--- config.mk ---
export PLATFORM = sky130hd
export DESIGN_NAME = inst_fetch_flat
export DESIGN_NICKNAME = d
export VERILOG_FILES = /design/src/rtl/inst_fetch_pkg.sv /design/src/rtl/inst_fetch_if.sv /design/src/rtl/inst_fetch_mem.sv /design/src/rtl/inst_fetch.sv /design/src/flat_wrapper.sv
export SDC_FILE = /design/constraint.sdc
export NUM_CORES = 1
export LEC_CHECK = 0
export CAP_MARGIN = 30
export CORE_ASPECT_RATIO = 0.9
export CORE_MARGIN = 3
export CORE_UTILIZATION = 33
export DETAILED_ROUTE_END_ITERATION = 10
export DONT_BUFFER_PORTS = 1
export PLACE_DENSITY = 0.54
export SKIP_CTS_REPAIR_TIMING = 1
export SLEW_MARGIN = 15
export SYNTH_ARGS = -nofsm -noshare
export SYNTH_HDL_FRONTEND = slang
export SYNTH_SLANG_ARGS = --single-unit
--- constraint.sdc ---
create_clock -name clk -period 2.38 [get_ports clk]
set_input_delay 0.714 -clock clk [delete_from_list [all_inputs] [get_ports clk]]
set_output_delay 0.714 -clock clk [all_outputs]
set_load 0.02 [all_outputs]
--- src/rtl/inst_fetch_pkg.sv ---
// Shared constants for the 4-bit CPU front end: data width, opcodes, select codes,
// fetch state encoding and instruction-word field helpers.
package inst_fetch_pkg;

   localparam int W  = 4;
   localparam int IW = 2 * W;

   localparam logic [W-1:0] OP_NOP     = 4'd0;
   localparam logic [W-1:0] OP_LDA     = 4'd1;
   localparam logic [W-1:0] OP_LDB     = 4'd2;
   localparam logic [W-1:0] OP_ADD     = 4'd3;
   localparam logic [W-1:0] OP_SUB     = 4'd4;
   localparam logic [W-1:0] OP_MOV_A_B = 4'd5;
   localparam logic [W-1:0] OP_MOV_B_A = 4'd6;

   localparam logic [1:0] SEL_A   = 2'd0;
   localparam logic [1:0] SEL_B   = 2'd1;
   localparam logic [1:0] SEL_IMM = 2'd2;
   localparam logic [1:0] SEL_ALU = 2'd3;

   typedef enum logic [1:0] {
      ST_IDLE = 2'd0,
      ST_RUN  = 2'd1,
      ST_HALT = 2'd2
   } state_e;

   function automatic logic [W-1:0] op_of(input logic [IW-1:0] word);
      return word[IW-1:W];
   endfunction

   function automatic logic [W-1:0] imm_of(input logic [IW-1:0] word);
      return word[W-1:0];
   endfunction

endpackage

--- src/rtl/inst_fetch_if.sv ---
// Fetch-to-decoder bundle: registered instruction fields plus fetch status.
interface inst_fetch_if
   import inst_fetch_pkg::*;
#(
   parameter int AW = 4
);
   logic [W-1:0]  inst;
   logic [W-1:0]  imm;
   logic          inst_valid;
   logic [AW-1:0] pc;
   logic          busy;

   modport master (output inst, output imm, output inst_valid, output pc, output busy);
   modport slave  (input  inst, input  imm, input  inst_valid, input  pc, input  busy);
endinterface

--- src/rtl/inst_fetch_mem.sv ---
// Program store: synchronous write, asynchronous read, contents survive reset.
module inst_mem #(
   parameter int AW = 4,
   parameter int IW = 8
) (
   input  logic          clk,
   input  logic          we,
   input  logic [AW-1:0] waddr,
   input  logic [IW-1:0] wdata,
   input  logic [AW-1:0] raddr,
   output logic [IW-1:0] rdata
);

   logic [IW-1:0] mem_q [2**AW];

   always_ff @(posedge clk) begin
      if (we) begin
         mem_q[waddr] <= wdata;
      end
   end

   assign rdata = mem_q[raddr];

endmodule

--- src/rtl/inst_fetch.sv ---
// Instruction fetch unit: sequences pc through program memory and registers one
// {opcode, imm} pair per cycle for the decoder.
module inst_fetch
   import inst_fetch_pkg::*;
#(
   parameter int AW = 4
) (
   input  logic          clk,
   input  logic          n_reset,
   input  logic          start,
   input  logic          clr,
   input  logic          halt,
   input  logic          stall,
   input  logic          jmp_en,
   input  logic [AW-1:0] jmp_addr,
   input  logic          prog_we,
   input  logic [AW-1:0] prog_addr,
   input  logic [IW-1:0] prog_data,
   inst_fetch_if.master  o
);

   state_e        state_q, state_d;
   logic [AW-1:0] pc_q, pc_d;
   logic [W-1:0]  inst_q, inst_d;
   logic [W-1:0]  imm_q, imm_d;
   logic          inst_valid_q, inst_valid_d;
   logic          busy_q, busy_d;

   logic          mem_we;
   logic [AW-1:0] rd_addr;
   logic [IW-1:0] rd_data;

   // A taken jump reads its target this same cycle, so the redirect costs no bubble.
   assign rd_addr = jmp_en ? jmp_addr : pc_q;

   inst_mem #(
      .AW (AW),
      .IW (IW)
   ) u_mem (
      .clk   (clk),
      .we    (mem_we),
      .waddr (prog_addr),
      .wdata (prog_data),
      .raddr (rd_addr),
      .rdata (rd_data)
   );

   always_comb begin
      state_d      = state_q;
      pc_d         = pc_q;
      inst_d       = inst_q;
      imm_d        = imm_q;
      inst_valid_d = inst_valid_q;
      mem_we       = 1'b0;

      if (clr) begin
         state_d      = ST_IDLE;
         pc_d         = '0;
         inst_d       = OP_NOP;
         imm_d        = '0;
         inst_valid_d = 1'b0;
      end else begin
         case (state_q)
            ST_IDLE: begin
               mem_we = prog_we;
               if (start) begin
                  state_d = ST_RUN;
                  pc_d    = '0;
               end
            end
            ST_RUN: begin
               if (halt) begin
                  state_d      = ST_HALT;
                  inst_d       = OP_NOP;
                  imm_d        = '0;
                  inst_valid_d = 1'b0;
               end else if (!stall) begin
                  inst_d       = op_of(rd_data);
                  imm_d        = imm_of(rd_data);
                  pc_d         = rd_addr + 1'b1;
                  inst_valid_d = 1'b1;
               end
            end
            ST_HALT: begin
               if (start) begin
                  state_d = ST_RUN;
               end
            end
            default: begin
               state_d      = ST_IDLE;
               pc_d         = '0;
               inst_d       = OP_NOP;
               imm_d        = '0;
               inst_valid_d = 1'b0;
            end
         endcase
      end

      busy_d = (state_d == ST_RUN);
   end

   always_ff @(posedge clk or negedge n_reset) begin
      if (!n_reset) begin
         state_q      <= ST_IDLE;
         pc_q         <= '0;
         inst_q       <= OP_NOP;
         imm_q        <= '0;
         inst_valid_q <= 1'b0;
         busy_q       <= 1'b0;
      end else begin
         state_q      <= state_d;
         pc_q         <= pc_d;
         inst_q       <= inst_d;
         imm_q        <= imm_d;
         inst_valid_q <= inst_valid_d;
         busy_q       <= busy_d;
      end
   end

   assign o.inst       = inst_q;
   assign o.imm        = imm_q;
   assign o.inst_valid = inst_valid_q;
   assign o.pc         = pc_q;
   assign o.busy       = busy_q;

endmodule

--- src/flat_wrapper.sv ---
// flat-port wrapper written by rule: the top's interface ports become plain ports
module inst_fetch_flat import inst_fetch_pkg::*;
#(
   parameter int AW = 4
)
  (clk, n_reset, start, clr, halt, stall, jmp_en, jmp_addr, prog_we, prog_addr, prog_data, o_inst, o_imm, o_inst_valid, o_pc, o_busy);
  inst_fetch_if #(.AW(AW)) o_i ();
  input  logic clk;
  input  logic n_reset;
  input  logic start;
  input  logic clr;
  input  logic halt;
  input  logic stall;
  input  logic jmp_en;
  input  logic [AW-1:0] jmp_addr;
  input  logic prog_we;
  input  logic [AW-1:0] prog_addr;
  input  logic [IW-1:0] prog_data;
  output wire logic [$bits(o_i.inst)-1:0] o_inst;
  output wire logic [$bits(o_i.imm)-1:0] o_imm;
  output wire logic [$bits(o_i.inst_valid)-1:0] o_inst_valid;
  output wire logic [$bits(o_i.pc)-1:0] o_pc;
  output wire logic [$bits(o_i.busy)-1:0] o_busy;
  assign o_inst = o_i.inst;
  assign o_imm = o_i.imm;
  assign o_inst_valid = o_i.inst_valid;
  assign o_pc = o_i.pc;
  assign o_busy = o_i.busy;
  inst_fetch #(.AW(AW)) u_core (.clk(clk), .n_reset(n_reset), .start(start), .clr(clr), .halt(halt), .stall(stall), .jmp_en(jmp_en), .jmp_addr(jmp_addr), .prog_we(prog_we), .prog_addr(prog_addr), .prog_data(prog_data), .o(o_i));
endmodule
# Word-level counts from Yosys, hierarchy flattened
# Memory sizes are Yosys's and may differ from the RTL's.
# Index checks and enable logic that the tools add are counted.
[word_totals] ff_bits=16 ram_bits=128 inputBits=24 n_memories=1
[mem_list] name="u_core.u_mem.mem_q" words=16 word_bits=8 read_ports=1 rd_clocked_by_memory_dff=0 wr=1 line="inst_fetch_mem.sv:14" text="logic [IW-1:0] mem_q [2**AW];"
[op_classes] addsub=1 eq_ne=9 muxes=26 reduce_logical=4
[op_table] cell="two-way mux 4 bit" n=11
[op_table] cell="one-hot mux 4 bit (2 select lines)" n=2
[op_table] cell="one-hot mux 4 bit (3 select lines)" n=1
[op_table] cell="inequality test 3 bit (second input constant)" n=3
[op_table] cell="two-way mux 1 bit" n=7
[op_table] cell="two-way mux 2 bit" n=3
[op_table] cell="adder 4 x 1 -> 4 bit (second input constant)" n=1
[op_table] cell="equality test 2 x 1 -> 1 bit (second input constant)" n=2
[op_table] cell="inequality test 4 bit (second input constant)" n=1
[op_table] cell="one-hot mux 2 bit (2 select lines)" n=1
[op_table] cell="AND reduction 4 bit" n=1
[op_table] cell="equality test 2 bit (second input constant)" n=1
[op_table] cell="logical NOT 2 bit" n=1
[op_table] cell="inequality test 2 x 1 -> 1 bit (second input constant)" n=1
[op_table] cell="inequality test 2 bit (second input constant)" n=1
[op_table] cell="one-hot mux 1 bit (2 select lines)" n=1
[op_table] cell="AND reduction 2 bit" n=1
[op_table] cell="OR reduction 2 bit" n=1

# Logic depth before layout (Yosys ltp)
[logic_depth] depth_word=6 mapped_depth=8 mapped_depth_nobuf=6

# Modules after synthesis
# A second synthesis with hierarchy kept.
[unflattened] hier_cells=282 hier_area_um2=5744.3
[by_module_without_submodules] mod="inst_mem" instances=1 cells_each=221 area_each_um2=4987.3 seq_area_each_um2=3843.7
[by_module_without_submodules] mod="inst_fetch" instances=1 cells_each=61 area_each_um2=757.0 seq_area_each_um2=400.4

# Worst setup path before layout
# No wires, ideal clock.
[synth_timing] path_kind="input -> register" from="input clr" to="memory u_core.u_mem.mem_q[0][0] (enable)" arrival_ns=1.899 required_time_ns=1.997 slack_ns=0.098 cell_stages=4 path_buffers=0 cell_sequence="nor2_1 -> nand3_1 -> or3_1 -> nor3_1"
[synth_via] elab_chain_cells=3
[synth_lines] item="start: declaration" line="flat_wrapper.sv:11" text="input logic clr;"
[synth_lines] item="two-way mux 1 bit" line="inst_fetch.sv:56" text="if (clr) begin"
[synth_lines] item="two-way mux 1 bit" line="inst_fetch_mem.sv:17" text="if (we) begin"
[synth_lines] item="two-way mux 1 bit (implied by the code)" line="inst_fetch_mem.sv:18" text="mem_q[waddr] <= wdata;"
[synth_lines] item="end: declaration" line="inst_fetch_mem.sv:14"
# Every way passes these cells.

# Worst setup path after layout
[layout_timing] from="register u_core.state_q[0]" to="register u_core.imm_q[1], in the netlist u_core.o.imm[1]"
[layout_via] elab_chain_cells=4 word_cells_on_any_way=9
[layout_lines] item="start: declaration" line="inst_fetch.sv:22" text="state_e state_q, state_d;"
[layout_lines] item="start signal: assignment" line="inst_fetch.sv:111" text="state_q <= state_d;"
[layout_lines] item="equality test 2 bit or logical NOT 2 bit (tied branches)" line="inst_fetch.sv:63" text="case (state_q)"
[layout_lines] item="OR reduction 2 bit (no source line)"
[layout_lines] item="one-hot mux 4 bit (2 select lines) or inequality test 2 x 1 -> 1 bit (tied branches)"
[layout_lines] item="two-way mux 4 bit or AND reduction 2 bit (tied branches)"
[layout_lines] item="end signal: assignment" line="inst_fetch.sv:114" text="imm_q <= imm_d;"
[layout_lines] item="end: declaration" line="inst_fetch.sv:25" text="logic [W-1:0] imm_q, imm_d;"
# Parallel ways exist; a longest one is shown, timed or not.
# A chain may end at the register's enable or synchronous reset.

==> metrics.yaml <==
synth_cells: 496
power_mw: 5.996
worst-path-max-fanout: 8
grt_max_degree: 44
synth_area_leaders: "edfxtp_1 59%, dfrtp_1 6.1%, nor2_1 3.0%"
worstPathArrival_ns: 2.47
drt_iter0_drc: 415
startpoint: "u_core.state_q[0]"
fillers: 1806
status: "finished, final reports clean"
power_frac_clock_pct: 47.9
yosysMostFrequentCell: "edfxtp_1"
avgSynthCellArea_um2: 13.19
core_mm2: 0.01934
ys_seq_area_share_pct: 64.89
swShare_pct: 20.83
ys.warnings.count: 0
async_flop_share_pct: 11.11
wl_per_cell_um: 23.22
fin_crit_ns: 2.135
cts_made_buffers: 17
whs_endpoint: "u_core.o.busy"
diodes: 0
power.leakage_nw: 2.518
drtPass1Iterations: 5
synth_edf_count: 128
htreeDepth: 4
ant_nets: 0
seqPwrFrac_pct: 46.7
start_util_pct: 33.82
r2r_end: "u_core.o.imm[1]"
fin_crit_sh_pct: 89.70
max_clock_freq_mhz: 468.4
ir_worst_vdd_mv: 0.4711
grt_pass1_vias: 4401
vias_per_cell: 5.704
hold_class: "primary input to flip-flop"
yosysTopAreaCell: "edfxtp_1"
multi_input_area_mm2: 0.002023
rows: 48
power.density_mw_per_mm2: 791.4
place_congestion: 0.8609
r2r_start: "u_core.state_q[0]"
path_clk_slew_ns: 0.07
grt-ovfl-total: 0
clock_latency_ns: 0.43
ctsRootBufferMaster: "clkbuf_16"
place_hpwl_um: 12190
p_int_mw: 4.747
startpoint_type: "flip-flop"
drc: 0
required_ns: 2.72
gr-usage-all-layers_pct: 17.21
grt_pass1_wl_um: 27580
area_growth_pct: 15.84
syn-num-nets: 521
comb_power_share_pct: 5.4
worst_pin_slew_ns: 0.8848
yosys_most_used_dff: "edfxtp_1"
hp-start: "clr"
endpoint_kind: "flip-flop"
numPortBuffers: 0
cap_violations: 0
clockBufferDepth: 2
layout-drive-gt1-share_pct: 17.32
setup_tns_ns: 0
ys_types: 65
final_nets: 549
regArea_mm2: 0.004244
worst-setup-path-type: "flip-flop to flip-flop"
wl_um: 18270
vias: 4489
rsz0062_at_grt: "no"
relSlewSlack_pct: 40.82
synth_area_mm2: 0.006540
cts_tree: "built"
antenna_found_initial: 0
finalHoldViolCount: 0
r2r_slack_ns: 0.25
hold_depth: 1
io-pin-count: 38
die_x_um: 154.4
synth-seq-cells: 144
die-area_mm2: 0.02155
clock_sinks: 144
setup_viol: 0
clock_skew_ns: 0.01289
power_switching_mw: 1.249
die_y_um: 139.6
ys_top_cells_by_count: "128 x edfxtp_1, 53 x nor2_1, 51 x nand2_1"
r2r_cells: 5
synth_top_area_share_pct: 58.77
slew_viol_final: 0
flip-flops by register name (all words and copies together), names as in the netlist:
| register | cells |
|---|---|
| u_core.u_mem.mem_q | 128 |
| u_core.o.imm | 4 |
| u_core.o.inst | 4 |
| u_core.o.pc | 4 |
| u_core.state_q | 2 |
| u_core.o.busy | 1 |
| u_core.o.inst_valid | 1 |
layout by cell type (no fill, tap or decap), types with 4 or more instances in the layout:
cell       count
clkinv_2       5
o21bai_1       5
nor3_1         6
nor2b_1        4
nor2_1        53
mux2i_4        4
inv_1          5
a211oi_1      20
nand2b_1       5
a21boi_0       4
dfrtp_1       16
clkbuf_16     17
a221oi_1       6
o21ai_0       14
edfxtp_1     128
a32oi_1       10
a21oi_1       25
o22ai_1        4
o221ai_1      13
nand3_1        5
and2_1         6
a2111oi_2      4
bufinv_16      5
nand2_1       51
o211ai_1      24
buf_4         34
a22o_1         4
how the worst max path moves through the flow:
| stage | end | depth (start not counted) |
|---|---|---|
| after global placement | u_core.o.inst[2] | 5 |
| after CTS | u_core.o.inst[2] | 6 |
| final | u_core.o.imm[1] | 5 |
| after detailed placement | u_core.o.inst[2] | 5 |
| after floorplan | u_core.u_mem.mem_q[0][0] | 4 |
| after global routing | u_core.o.inst[2] | 6 |
cell families (layout without fill, tap and decap cells):
family	count (synthesis)	count (layout)	synth area share [%]
buffers and inverters	39	80	4.171
adder cells (fa/ha/maj)	1	1	0.1913
flip-flops	144	144	64.89
AO/OA/AOI/OAI	152	152	17.43
AND/OR/NAND/NOR	149	149	10.85
multiplexers	9	9	2.200
XOR/XNOR	2	2	0.2679
area by class of cell:
type                       count  share of cell area (%)
sequential                   144                   56.02
multi-input combinational    313                   26.71
clock buffer                  20                   5.764
timing repair buffer          38                   4.294
tap                          250                   4.129
clock inverter                12                   2.527
inverter                      10                  0.5615
worst max-delay path, cell delays in order (launching register included):
cell and delay (ns):
dfrtp_1 0.51, nor4b_4 0.44, nand3_2 0.17, nor2_1 0.47, a21oi_1 0.19, a32oi_1 0.26
per-stage QoR:
stage	hold slack (ns)	std cells	util, %	instance area [µm²]	setup slack, ns
after global placement	0.4189	754	35.88	6938	0.07330
final	0.3376	787	39.18	7576	0.2452
after floorplan	0.4184	496	-	6540	0.09776
after CTS	-0.04042	786	39.12	7566	0.2605
after detailed placement	0.4189	754	35.88	6938	0.03363
after global routing	0.3267	787	39.18	7576	0.05551
per-layer routing:
metal | up-vias | wire length (µm) | GRT usage (%) | share of wire (%)
met1 | 2271 | 8356 | 25.06 | 46
li1 | 1994 | - | - | -
met2 | 203 | 8043 | 24.66 | 44
met4 | 0 | 342 | 5.065 | 1.9
met5 | - | 0 | 0 | 0
met3 | 21 | 1531 | 5.504 | 8.4
power groups by stage:
| stage | logic (mW) | clock network (mW) | registers [mW] |
|---|---|---|---|
| 3_5_place_dp | 0.311 | 0 | 2.85 |
| 4_1_cts | 0.313 | 2.91 | 2.80 |
| 5_1_grt | 0.348 | 3.04 | 2.80 |
| 3_3_place_gp | 0.307 | 0 | 2.85 |
| 2_1_floorplan | 0.241 | 0 | 2.85 |
| 6_report | 0.323 | 2.87 | 2.80 |
Power figures use the tool's default switching activity.
